$ cat config.mk
export PLATFORM = sky130hd
export DESIGN_NAME = census_signature_gen
export DESIGN_NICKNAME = d
export VERILOG_FILES = /design/src/rtl/census_signature_gen.sv
export SDC_FILE = /design/constraint.sdc
export NUM_CORES = 1
export LEC_CHECK = 0
export BUFFER_PORTS_ARGS = -buffer_cell sky130_fd_sc_hd__clkbuf_2
export CAP_MARGIN = 5
export CORE_ASPECT_RATIO = 0.9
export CORE_UTILIZATION = 51
export DETAILED_ROUTE_END_ITERATION = 10
export PLACE_DENSITY = 0.74
export SKIP_CTS_REPAIR_TIMING = 1
export SLEW_MARGIN = 20
export SYNTH_ARGS = -nofsm -noshare
export SYNTH_HDL_FRONTEND = slang
export SYNTH_SLANG_ARGS = --single-unit
$ cat constraint.sdc
create_clock -name clk -period 2.63 [get_ports clk]
set_clock_uncertainty 0.1 [all_clocks]
set_input_delay 0.526 -clock clk [delete_from_list [all_inputs] [get_ports clk]]
set_output_delay 0.526 -clock clk [all_outputs]
set_load 0.01 [all_outputs]
$ cat src/rtl/census_signature_gen.sv
// ============================================================================
// census_signature_gen: shifts one (nbr < center) bit per neighbor beat into a
// WIDTH-bit census signature. Optional macro CENSUS_SIG_ONES_EN adds sig_ones.
// Revision: 1.0
// ============================================================================
`default_nettype none

module census_signature_gen #(
  parameter int WIDTH      = 32,
  parameter int PIXEL_BITS = 8
) (
  input  logic                          clk,
  input  logic                          rst,
  input  logic                          start,
  input  logic [PIXEL_BITS-1:0]         center_pixel,
  output logic                          start_ready,
  input  logic                          nbr_valid,
  input  logic [PIXEL_BITS-1:0]         nbr_pixel,
  output logic                          nbr_ready,
  output logic                          sig_valid,
  output logic [WIDTH-1:0]              sig,
`ifdef CENSUS_SIG_ONES_EN
  output logic [$clog2(WIDTH+1)-1:0]    sig_ones,
`endif
  input  logic                          sig_ready
);

  localparam int CNT_W  = $clog2(WIDTH);
  localparam int ONES_W = $clog2(WIDTH+1);

  typedef enum logic [1:0] {
    IDLE    = 2'd0,
    COLLECT = 2'd1,
    HOLD    = 2'd2
  } state_t;

  state_t                  state_q, state_d;
  logic [PIXEL_BITS-1:0]   center_q, center_d;
  logic [WIDTH-1:0]        sig_q, sig_d;
  logic [CNT_W-1:0]        cnt_q, cnt_d;
  logic [ONES_W-1:0]       ones_q, ones_d;
  logic                    cmp_bit;
  logic                    load;

  assign cmp_bit = (nbr_pixel < center_q);

  always_comb begin
    state_d     = state_q;
    center_d    = center_q;
    sig_d       = sig_q;
    cnt_d       = cnt_q;
    ones_d      = ones_q;
    start_ready = 1'b0;
    nbr_ready   = 1'b0;
    sig_valid   = 1'b0;
    load        = 1'b0;

    case (state_q)
      IDLE: begin
        start_ready = 1'b1;
        load        = start;
      end
      COLLECT: begin
        nbr_ready = 1'b1;
        if (nbr_valid) begin
          sig_d  = {sig_q[WIDTH-2:0], cmp_bit};
          ones_d = ones_q + {{(ONES_W-1){1'b0}}, cmp_bit};
          if (cnt_q == CNT_W'(WIDTH-1)) begin
            cnt_d   = '0;
            state_d = HOLD;
          end else begin
            cnt_d = cnt_q + 1'b1;
          end
        end
      end
      HOLD: begin
        sig_valid   = 1'b1;
        start_ready = sig_ready;
        if (sig_ready) begin
          state_d = IDLE;
          load    = start;
        end
      end
      default: state_d = IDLE;
    endcase

    // A start in IDLE, or one paired with sig_ready in HOLD, opens a new window.
    if (load) begin
      center_d = center_pixel;
      sig_d    = '0;
      cnt_d    = '0;
      ones_d   = '0;
      state_d  = COLLECT;
    end
  end

  always_ff @(posedge clk or posedge rst) begin
    if (rst) begin
      state_q  <= IDLE;
      center_q <= '0;
      sig_q    <= '0;
      cnt_q    <= '0;
      ones_q   <= '0;
    end else begin
      state_q  <= state_d;
      center_q <= center_d;
      sig_q    <= sig_d;
      cnt_q    <= cnt_d;
      ones_q   <= ones_d;
    end
  end

  assign sig = sig_q;

`ifdef CENSUS_SIG_ONES_EN
  assign sig_ones = ones_q;
`else
  logic unused_ones;
  assign unused_ones = ^ones_q;
`endif

endmodule

`default_nettype wire

==> PnR_summary.wiki, run 1 <==
{| class="wikitable"
! Metric !! Value
|-
| Placer's final routability congestion estimate || 0.795
|-
| Top cells by area, synth || dfrtp_1 58%, a22o_1 14%, ha_1 5.6%
|-
| Clock slew seen by the registers of the worst setup and hold paths || ~0.10 ns
|-
| Total global routing track utilization || 0.203
|-
| Synth-to-layout area growth || 17.5%
|-
| Result of the run || finished clean
|-
| Diode insertion count for antenna repair || 0
|-
| Antenna violations before repair || 0
|-
| Post-layout net count || 240
|-
| Post-Syn Instances || 156
|-
| Average footprint of a synthesized cell || between 10 and 15 µm²
|-
| Average wire per cell in the routed design || 15.2 µm
|-
| Critical-path cell with the highest stage delay || or4b_1
|-
| Worst path arrival time || around 2.1 ns
|-
| Longest Clk Path Bufs || 2
|-
| Multiplexer area fraction after synthesis || 0.00560
|-
| Fraction of power spent switching nets || 0.320
|-
| Max cap viols || 0
|-
| Initial core utilization || 0.535
|-
| Clock tree from TritonCTS || yes
|-
| Synth Warn # || 0
|-
| Synthesized-area fraction occupied by adder cells || 0.0560
|-
| Worst Setup End Kind || flip-flop
|-
| Dominant cell type by area after synthesis || dfrtp_1
|-
| Setup Crit Path Kind || reg2reg
|-
| Tmin final || 1.96 ns
|-
| Upper clock frequency limit || 509 MHz
|-
| Combinational family with the most area after synthesis || compound AO/OA/AOI/OAI gates
|-
| CP max FO || 7
|-
| Global-route wire length before repair || 6.16 mm
|-
| Count of fill cells added during filler insertion || 316
|-
| Top-area cell type share of the netlist area || 0.585
|-
| Number of placement rows || 21
|-
| Total die area || 0.00420 mm²
|-
| Count of clock tree sinks || 47
|-
| Max-slew headroom || 0.375
|-
| Endpoints failing setup || 0
|-
| Final worst path period share || 0.746
|-
| Ratio of total power to cell area || 815 mW/mm²
|-
| CTS buffer count || 5
|-
| Layout cell share with drive strength beyond 1 || 0.332
|-
| Total detailed-routing wirelength || 3.90 mm
|-
| Relative contribution of sequential cells to total power || 0.521
|-
| Net Switching || 0.000617 W
|-
| Worst vdd ir || 0.438 mV
|-
| Internal cell power || approximately 0.0013 W
|-
| Class of the most critical hold timing path || in2async
|-
| Clock group share of total power || 0.225
|-
| Leakage power of the design || 1.24 nW
|-
| Clock insertion delay at the later pin of the skew report || 0.29 ns
|-
| Xor and xnor fraction of the mapped netlist area || 0
|-
| Via total after detailed routing || 1457
|-
| Net count after synthesis || 186
|-
| Height of the chip || 61.6 µm
|-
| Most common flop cell mapped by yosys || dfrtp_1
|-
| Final core utilization || 0.629
|-
| Maximum single-stage delay on the critical path || 0.52 ns
|-
| Post-DR vias/cell || 5.67
|-
| Setup_tns || 0 ns
|-
| Max Slew Vio Count || 0
|-
| Htree depth || 2
|-
| Most repeated library cell on the critical path || ha_1
|-
| Post-synthesis sequential area ratio || 0.585
|-
| Startpoint Class || flip-flop
|-
| Number of enable-type register cells in the synthesized netlist || 0
|-
| TritonRoute pass-1 iters || 4
|-
| Number of hold-slack violations in the final timing report || 0
|-
| Number of distinct library cells after synthesis || 34
|-
| Via count of the first global-routing pass || roughly 1400
|-
| Summed instance area of the synthesized netlist || 0.00201 mm²
|-
| IO Count || between 50 and 60
|-
| Core region area || approximately 0.0038 mm²
|-
| Maximum number of pins on one net before global-route repair || 48
|-
| DRC marker count from the first detailed-route iteration || 64
|-
| Proportion of synthesized flip-flops having asynchronous set or reset || 1.00
|-
| Req. time, crit path || 2.75 ns
|-
| Setup repair after global routing missed its margin || false
|-
| Clock tree root buffer cell || clkbuf_8
|-
| Die outline width || 68.2 µm
|-
| Antenna Nets Post-Route || 0
|-
| Simple-gate area share of the yosys netlist || 0.0853
|-
| Synthesized-area fraction occupied by ao, oa, aoi and oai cells || 0.211
|-
| Worst path cell trace || ha_1 -> and3_1 -> ha_1 -> or4b_1 -> a21oi_1
|-
| Aggregate global routing overflow || 0
|-
| DP Wirelength || 2.72 mm
|-
| DRC violation count after routing || 0
|-
| Part of the total power dissipated in combinational logic || 0.254
|-
| Flip-flop and latch count after synthesis || 47
|-
| Transition time at the pin with the least slew margin || around 0.94 ns
|-
| Input/output buffers || 55
|}
power by group through the flow:
stage | registers (W) | clock network, W | logic, W
6_report | 0.00100 | 0.000433 | 0.000490
3_5_place_dp | 0.00101 | 0 | 0.000495
3_3_place_gp | 0.00100 | 0 | 0.000472
4_1_cts | 0.00100 | 0.000443 | 0.000497
5_1_grt | 0.00103 | 0.000473 | 0.000559
2_1_floorplan | 0.00103 | 0 | 0.000300
stage by stage:
stage	cells	area, µm²	hold slack (ns)	power, W	setup slack [ns]
finish	257	2360	0.321	0.00193	0.667
CTS	257	2360	0.338	0.00194	0.671
global route	257	2360	0.353	0.00206	0.590
floorplan	156	2010	0.350	0.00133	0.808
detailed placement	249	2270	0.393	0.00151	0.682
global placement	249	2270	0.372	0.00147	0.736
layout make-up:
class	count	area [µm²]	area share
clock inverter	3	23.8	0.0101
clock buffer	5	68.8	0.0291
tap	46	57.6	0.0244
sequential	47	1180	0.498
timing repair buffer	56	283	0.120
multi-input combinational	91	719	0.305
inverter	9	33.8	0.0143
critical path, delay by kind of cell (launching register included):
kind            cells  cell delay, ns
compound gates      1            0.15
fa+ha+maj           2            0.51
simple gates        2            0.71
flops               1            0.43
cells in the final DEF (no fill, tap or decap), types with 2 or more instances in the layout:
| cell type | Yosys | layout |
|---|---|---|
| dfrtp_1 | 47 | 47 |
| clkinvlp_4 | 0 | 2 |
| clkbuf_2 | 0 | 55 |
| clkbuf_8 | 0 | 5 |
| a31oi_1 | 2 | 2 |
| nand2_1 | 10 | 10 |
| o21ai_0 | 3 | 3 |
| a21oi_1 | 4 | 4 |
| inv_1 | 9 | 8 |
| and2b_1 | 2 | 2 |
| o21ai_1 | 6 | 6 |
| ha_1 | 9 | 9 |
| a22o_1 | 33 | 33 |
| nor2_1 | 3 | 3 |
kinds of logic after synthesis:
group,Yosys count
AOI/OAI and AO/OA,55
DFF,47
and+or+nand+nor,26
buffers and inverters,18
adders and majority gates,9
muxes,1
cell usage after synthesis (2+ instances only):
| library cell | instances |
|---|---|
| inv_1 | 9 |
| dfrtp_1 | 47 |
| ha_1 | 9 |
| a22o_1 | 33 |
| a31oi_1 | 2 |
| nor2_1 | 3 |
| nand2_1 | 10 |
| buf_4 | 3 |
| buf_2 | 2 |
| buf_6 | 3 |
| o21ai_1 | 6 |
| a21oi_1 | 4 |
| o21ai_0 | 3 |
| and2b_1 | 2 |
registers in the layout, summed over array words and instances, names as in the netlist:
| signal | cells |
|---|---|
| sig | 32 |
| center_q | 8 |
| cnt_q | 5 |
| state_q | 2 |
final timing paths:
check,endpoint,from,slack (ns),cells after the start
worst min-delay path,cnt_q[4],rst,0.32,2
worst min register to register,center_q[0],center_q[0],0.41,1
max in group asynchronous,sig[7],rst,1.53,2
worst max-delay path,cnt_q[2],cnt_q[0],0.67,5
min in group clk,center_q[7],center_pixel[7],0.34,3
worst max register to register,cnt_q[2],cnt_q[0],0.67,5
routing by layer:
layer	share of wire	track usage	wire length, µm
met1	0.48	0.270	1860
met2	0.49	0.339	1890
met3	0.033	0.0444	128
met4	0.0046	0.0536	18
met5	0	0	0
No activity file was read; power rests on OpenSTA's default activity.
==> run 2, diff against run 1 <==
--- a/config.mk
+++ b/config.mk
@@ -5,12 +5,13 @@
 export SDC_FILE = /design/constraint.sdc
 export NUM_CORES = 1
 export LEC_CHECK = 0
+export ABC_AREA = 1
 export BUFFER_PORTS_ARGS = -buffer_cell sky130_fd_sc_hd__clkbuf_2
 export CAP_MARGIN = 5
 export CORE_ASPECT_RATIO = 0.9
-export CORE_UTILIZATION = 51
+export CORE_UTILIZATION = 52
 export DETAILED_ROUTE_END_ITERATION = 10
-export PLACE_DENSITY = 0.74
+export PLACE_DENSITY = 0.75
 export SKIP_CTS_REPAIR_TIMING = 1
 export SLEW_MARGIN = 20
 export SYNTH_ARGS = -nofsm -noshare
==> constraint.sdc (replaced) <==
create_clock -name clk -period 1.94 [get_ports clk]
set_clock_uncertainty 0.1 [all_clocks]
set_input_delay 0.388 -clock clk [delete_from_list [all_inputs] [get_ports clk]]
set_output_delay 0.388 -clock clk [all_outputs]
set_load 0.01 [all_outputs]
==> run 2 against run 1 <==
Sequential share of layout area shrank 2.4 points. Synthesized cell count grew 32%. Clock power grew 32%. Worst setup slack lost 0.28 ns. Final cell count grew 21%. Core utilization grew 2.3 points. Register-to-register slack lost 0.26 ns. Non-clock buffer count grew 2. Synthesized area grew 4.9%. Sequential power grew 58%. Count of clock-buffer cells in the layout is the same.
==> PnR_summary.wiki, run 2 <==
{| class="wikitable"
! Metric !! Value
|-
| Most common flop cell mapped by yosys || dfrtp_1
|-
| Simple-gate area share of the yosys netlist || 0.0741 (-0.0111)
|-
| Net Switching || 0.00125 W (+100%)
|-
| Xor and xnor fraction of the mapped netlist area || 0 (unchanged)
|-
| Worst path cell trace || a21oi_2 -> clkbuf_2
|-
| Number of distinct library cells after synthesis || 23 (-32%)
|-
| Setup_tns || 0 ns (unchanged)
|-
| Average footprint of a synthesized cell || 10.2 µm² (-21%)
|-
| Transition time at the pin with the least slew margin || 0.566 ns (-0.370 ns)
|-
| Top-area cell type share of the netlist area || 0.558 (-0.0274)
|-
| Average wire per cell in the routed design || 11.7 µm (-23%)
|-
| Total die area || 0.00432 mm² (+2.8%)
|-
| Most frequent cell after synthesis || inv_1
|-
| Final core utilization || 0.652 (+0.0229)
|-
| Clock tree from TritonCTS || yes
|-
| Ratio of total power to cell area || 1350 mW/mm² (+66%)
|-
| Internal cell power || 0.00211 W (+61%)
|-
| Leakage power of the design || 1.55 nW (+25%)
|-
| Multiplexer area fraction after synthesis || 0.00534 (-0.000262)
|-
| Result of the run || finished clean
|-
| Max Slew Vio Count || 0 (unchanged)
|-
| Combinational family with the most area after synthesis || compound AO/OA/AOI/OAI gates
|-
| Dominant cell type by area after synthesis || dfrtp_1
|-
| Number of enable-type register cells in the synthesized netlist || 0 (unchanged)
|-
| Proportion of synthesized flip-flops having asynchronous set or reset || 1.00 (unchanged)
|-
| Post-DR vias/cell || 5.02 (-11%)
|-
| TritonRoute pass-1 iters || 4 (unchanged)
|-
| Clock group share of total power || 0.170 (-0.055)
|-
| Post-layout net count || 293 (+22%)
|-
| Max cap viols || 0 (unchanged)
|-
| Placer's final routability congestion estimate || 0.735 (-7.5%)
|-
| Count of fill cells added during filler insertion || 334 (+5.7%)
|-
| Via count of the first global-routing pass || 1532 (+13%)
|-
| Most frequent cells in the layout || 55 x clkbuf_2, 47 x inv_1, 47 x dfrtp_1
|-
| Initial core utilization || 0.554 (+0.0186)
|-
| Overall power consumption || 0.00336 W (+74%)
|-
| Core region area || 0.00381 mm² (+1.4%)
|-
| Synthesized-area fraction occupied by ao, oa, aoi and oai cells || 0.174 (-0.0366)
|-
| Layout cell share with drive strength beyond 1 || 0.303 (-0.0287)
|-
| Input/output buffers || 55 (unchanged)
|-
| Die outline width || 69.1 µm (+1.4%)
|-
| Clock tree root buffer cell || clkbuf_8
|-
| Synthesized-area fraction occupied by adder cells || 0.0534 (-0.00262)
|-
| Longest Clk Path Bufs || 2 (unchanged)
|-
| Aggregate global routing overflow || 0 (unchanged)
|-
| IO Count || 56 (unchanged)
|-
| Setup repair after global routing missed its margin || false
|-
| Number of cells traversed by the worst register-to-register path || 8 (+3)
|-
| Max reg flops || 32 (unchanged)
|-
| Critical-path cell with the highest stage delay || dfrtp_1
|-
| DRC marker count from the first detailed-route iteration || 72 (+13%)
|-
| Depth of the critical timing path with buffers and inverters included || 2 (-3)
|-
| Hold slack final || 0.0987 ns (-0.222 ns)
|-
| Total global routing track utilization || 0.192 (-0.0114)
|-
| Summed instance area of the synthesized netlist || 0.00211 mm² (+4.9%)
|-
| Crit-path leading delay family || flip-flops
|-
| Relative contribution of sequential cells to total power || 0.472 (-0.049)
|-
| Number of buffers and inverters on the critical path || 1 (+1)
|-
| Number of placement rows || 21 (unchanged)
|-
| Top cells by area, synth || dfrtp_1 56%, a22oi_1 11%, inv_1 8.5%
|-
| Clock insertion delay at the later pin of the skew report || 0.30 ns (about the same)
|-
| Startpoint Class || flip-flop
|-
| Fraction of power spent switching nets || 0.372 (+0.0517)
|-
| Clock slew seen by the registers of the worst setup and hold paths || 0.09 ns (about the same)
|-
| Max-slew headroom || 0.623 (+0.247)
|-
| Most common cell after layout, fill and taps aside || clkbuf_2
|-
| Post-Syn Instances || 206 (+32%)
|-
| Synth Warn # || 0 (unchanged)
|-
| DP Wirelength || 2.55 mm (-6.2%)
|-
| Net count after synthesis || 236 (+27%)
|-
| Worst path arrival time || 1.07 ns (-1.01 ns)
|-
| Setup Crit Path Kind || reg2out
|-
| Worst Setup End Kind || primary output
|-
| Req. time, crit path || 1.45 ns (-1.30 ns)
|-
| Final cell area excluding filler cells || 0.00248 mm² (+5.1%)
|-
| Class of the most critical hold timing path || in2async
|-
| Endpoints failing setup || 0 (unchanged)
|-
| Post-synthesis sequential area ratio || 0.558 (-0.0274)
|-
| Commonest cells post-synth || 48 x inv_1, 47 x dfrtp_1, 31 x a22oi_1
|-
| Tmin final || 1.55 ns
|-
| Diode insertion count for antenna repair || 0 (unchanged)
|-
| Height of the chip || 62.4 µm (+1.4%)
|-
| Part of the total power dissipated in combinational logic || 0.358 (+0.104)
|-
| Synth-to-layout area growth || 17.7%
|-
| Total detailed-routing wirelength || 3.62 mm (-7.2%)
|-
| Maximum number of pins on one net before global-route repair || 48 (unchanged)
|-
| Antenna violations before repair || 0 (unchanged)
|-
| Htree depth || 2 (unchanged)
|-
| CP max FO || 3 (-4)
|-
| Flip-flop and latch count after synthesis || 47 (unchanged)
|-
| Upper clock frequency limit || 644 MHz
|-
| Number of hold-slack violations in the final timing report || 0 (unchanged)
|-
| Maximum single-stage delay on the critical path || 0.43 ns (-0.09 ns)
|-
| Via total after detailed routing || 1557 (+6.9%)
|-
| DRC violation count after routing || 0 (unchanged)
|-
| Worst vdd ir || 0.811 mV (+85%)
|-
| CTS buffer count || 5 (unchanged)
|-
| Antenna Nets Post-Route || 0 (unchanged)
|-
| Final worst path period share || 0.801
|-
| Count of clock tree sinks || 47 (unchanged)
|-
| Global-route wire length before repair || 6.57 mm (+6.6%)
|-
| Placement-stage cell area || 0.00239 mm² (+5.5%)
|}
==> run 2: metrics by stage <==
step	worst slack, ns	cells
after floorplan	0.336	206
after global placement	0.408	302
after detailed placement	0.388	302
after CTS	0.373	310
after global routing	0.283	310
final	0.387	310
==> run 2: final timing paths <==
path,startpoint,end,slack [ns]
max in group asynchronous,rst,sig[12],1.25
setup reg to reg,cnt_q[0],cnt_q[0],0.41
hold / removal,rst,sig[25],0.1
hold reg to reg,sig[31],sig[31],0.40
min in group clk,sig_ready,state_q[1],0.19
setup / recovery,state_q[1],start_ready,0.39
==> run 2: power groups by stage <==
stage	clock network [W]	logic (W)	registers, W
after global routing	0.000625	0.00139	0.00163
after detailed placement	0	0.00122	0.00160
after floorplan	0	0.000747	0.00166
after CTS	0.000589	0.00122	0.00158
after global placement	0	0.00117	0.00159
final	0.000571	0.00120	0.00158
==> run 2: worst reg2reg max path, cell delays in order (launching register included) <==
cell	delay, ns
dfrtp_1	0.41
ha_1	0.22
nand2_1	0.08
nor2_1	0.04
ha_1	0.20
inv_1	0.06
nand2_1	0.07
o21ai_0	0.16
o21a_1	0.14
==> run 2: cells by family (layout without fill, tap and decap cells) <==
logic type	Yosys count	count (layout)
AOI/OAI and AO/OA	53	53
adders and majority gates	9	9
muxes	1	1
and+or+nand+nor	35	35
DFF	47	47
buffers and inverters	61	119
==> run 2: cell type report <==
type                    count  area [µm²]  area share
well taps                  46        57.6      0.0232
multi-input cells          98         648       0.261
clock inverters             3        20.0     0.00806
clock buffers               5        68.8      0.0277
inverters                  53         201      0.0811
repair buffers             58         310       0.125
flip-flops and latches     47        1180       0.474
==> run 2: layer usage <==
metal | wire length (µm) | share of wire | track usage
met2 | 1660 | 0.46 | 0.307
met5 | 0 | 0 | 0
met1 | 1750 | 0.48 | 0.244
met4 | 63 | 0.017 | 0.0816
met3 | 145 | 0.040 | 0.0548
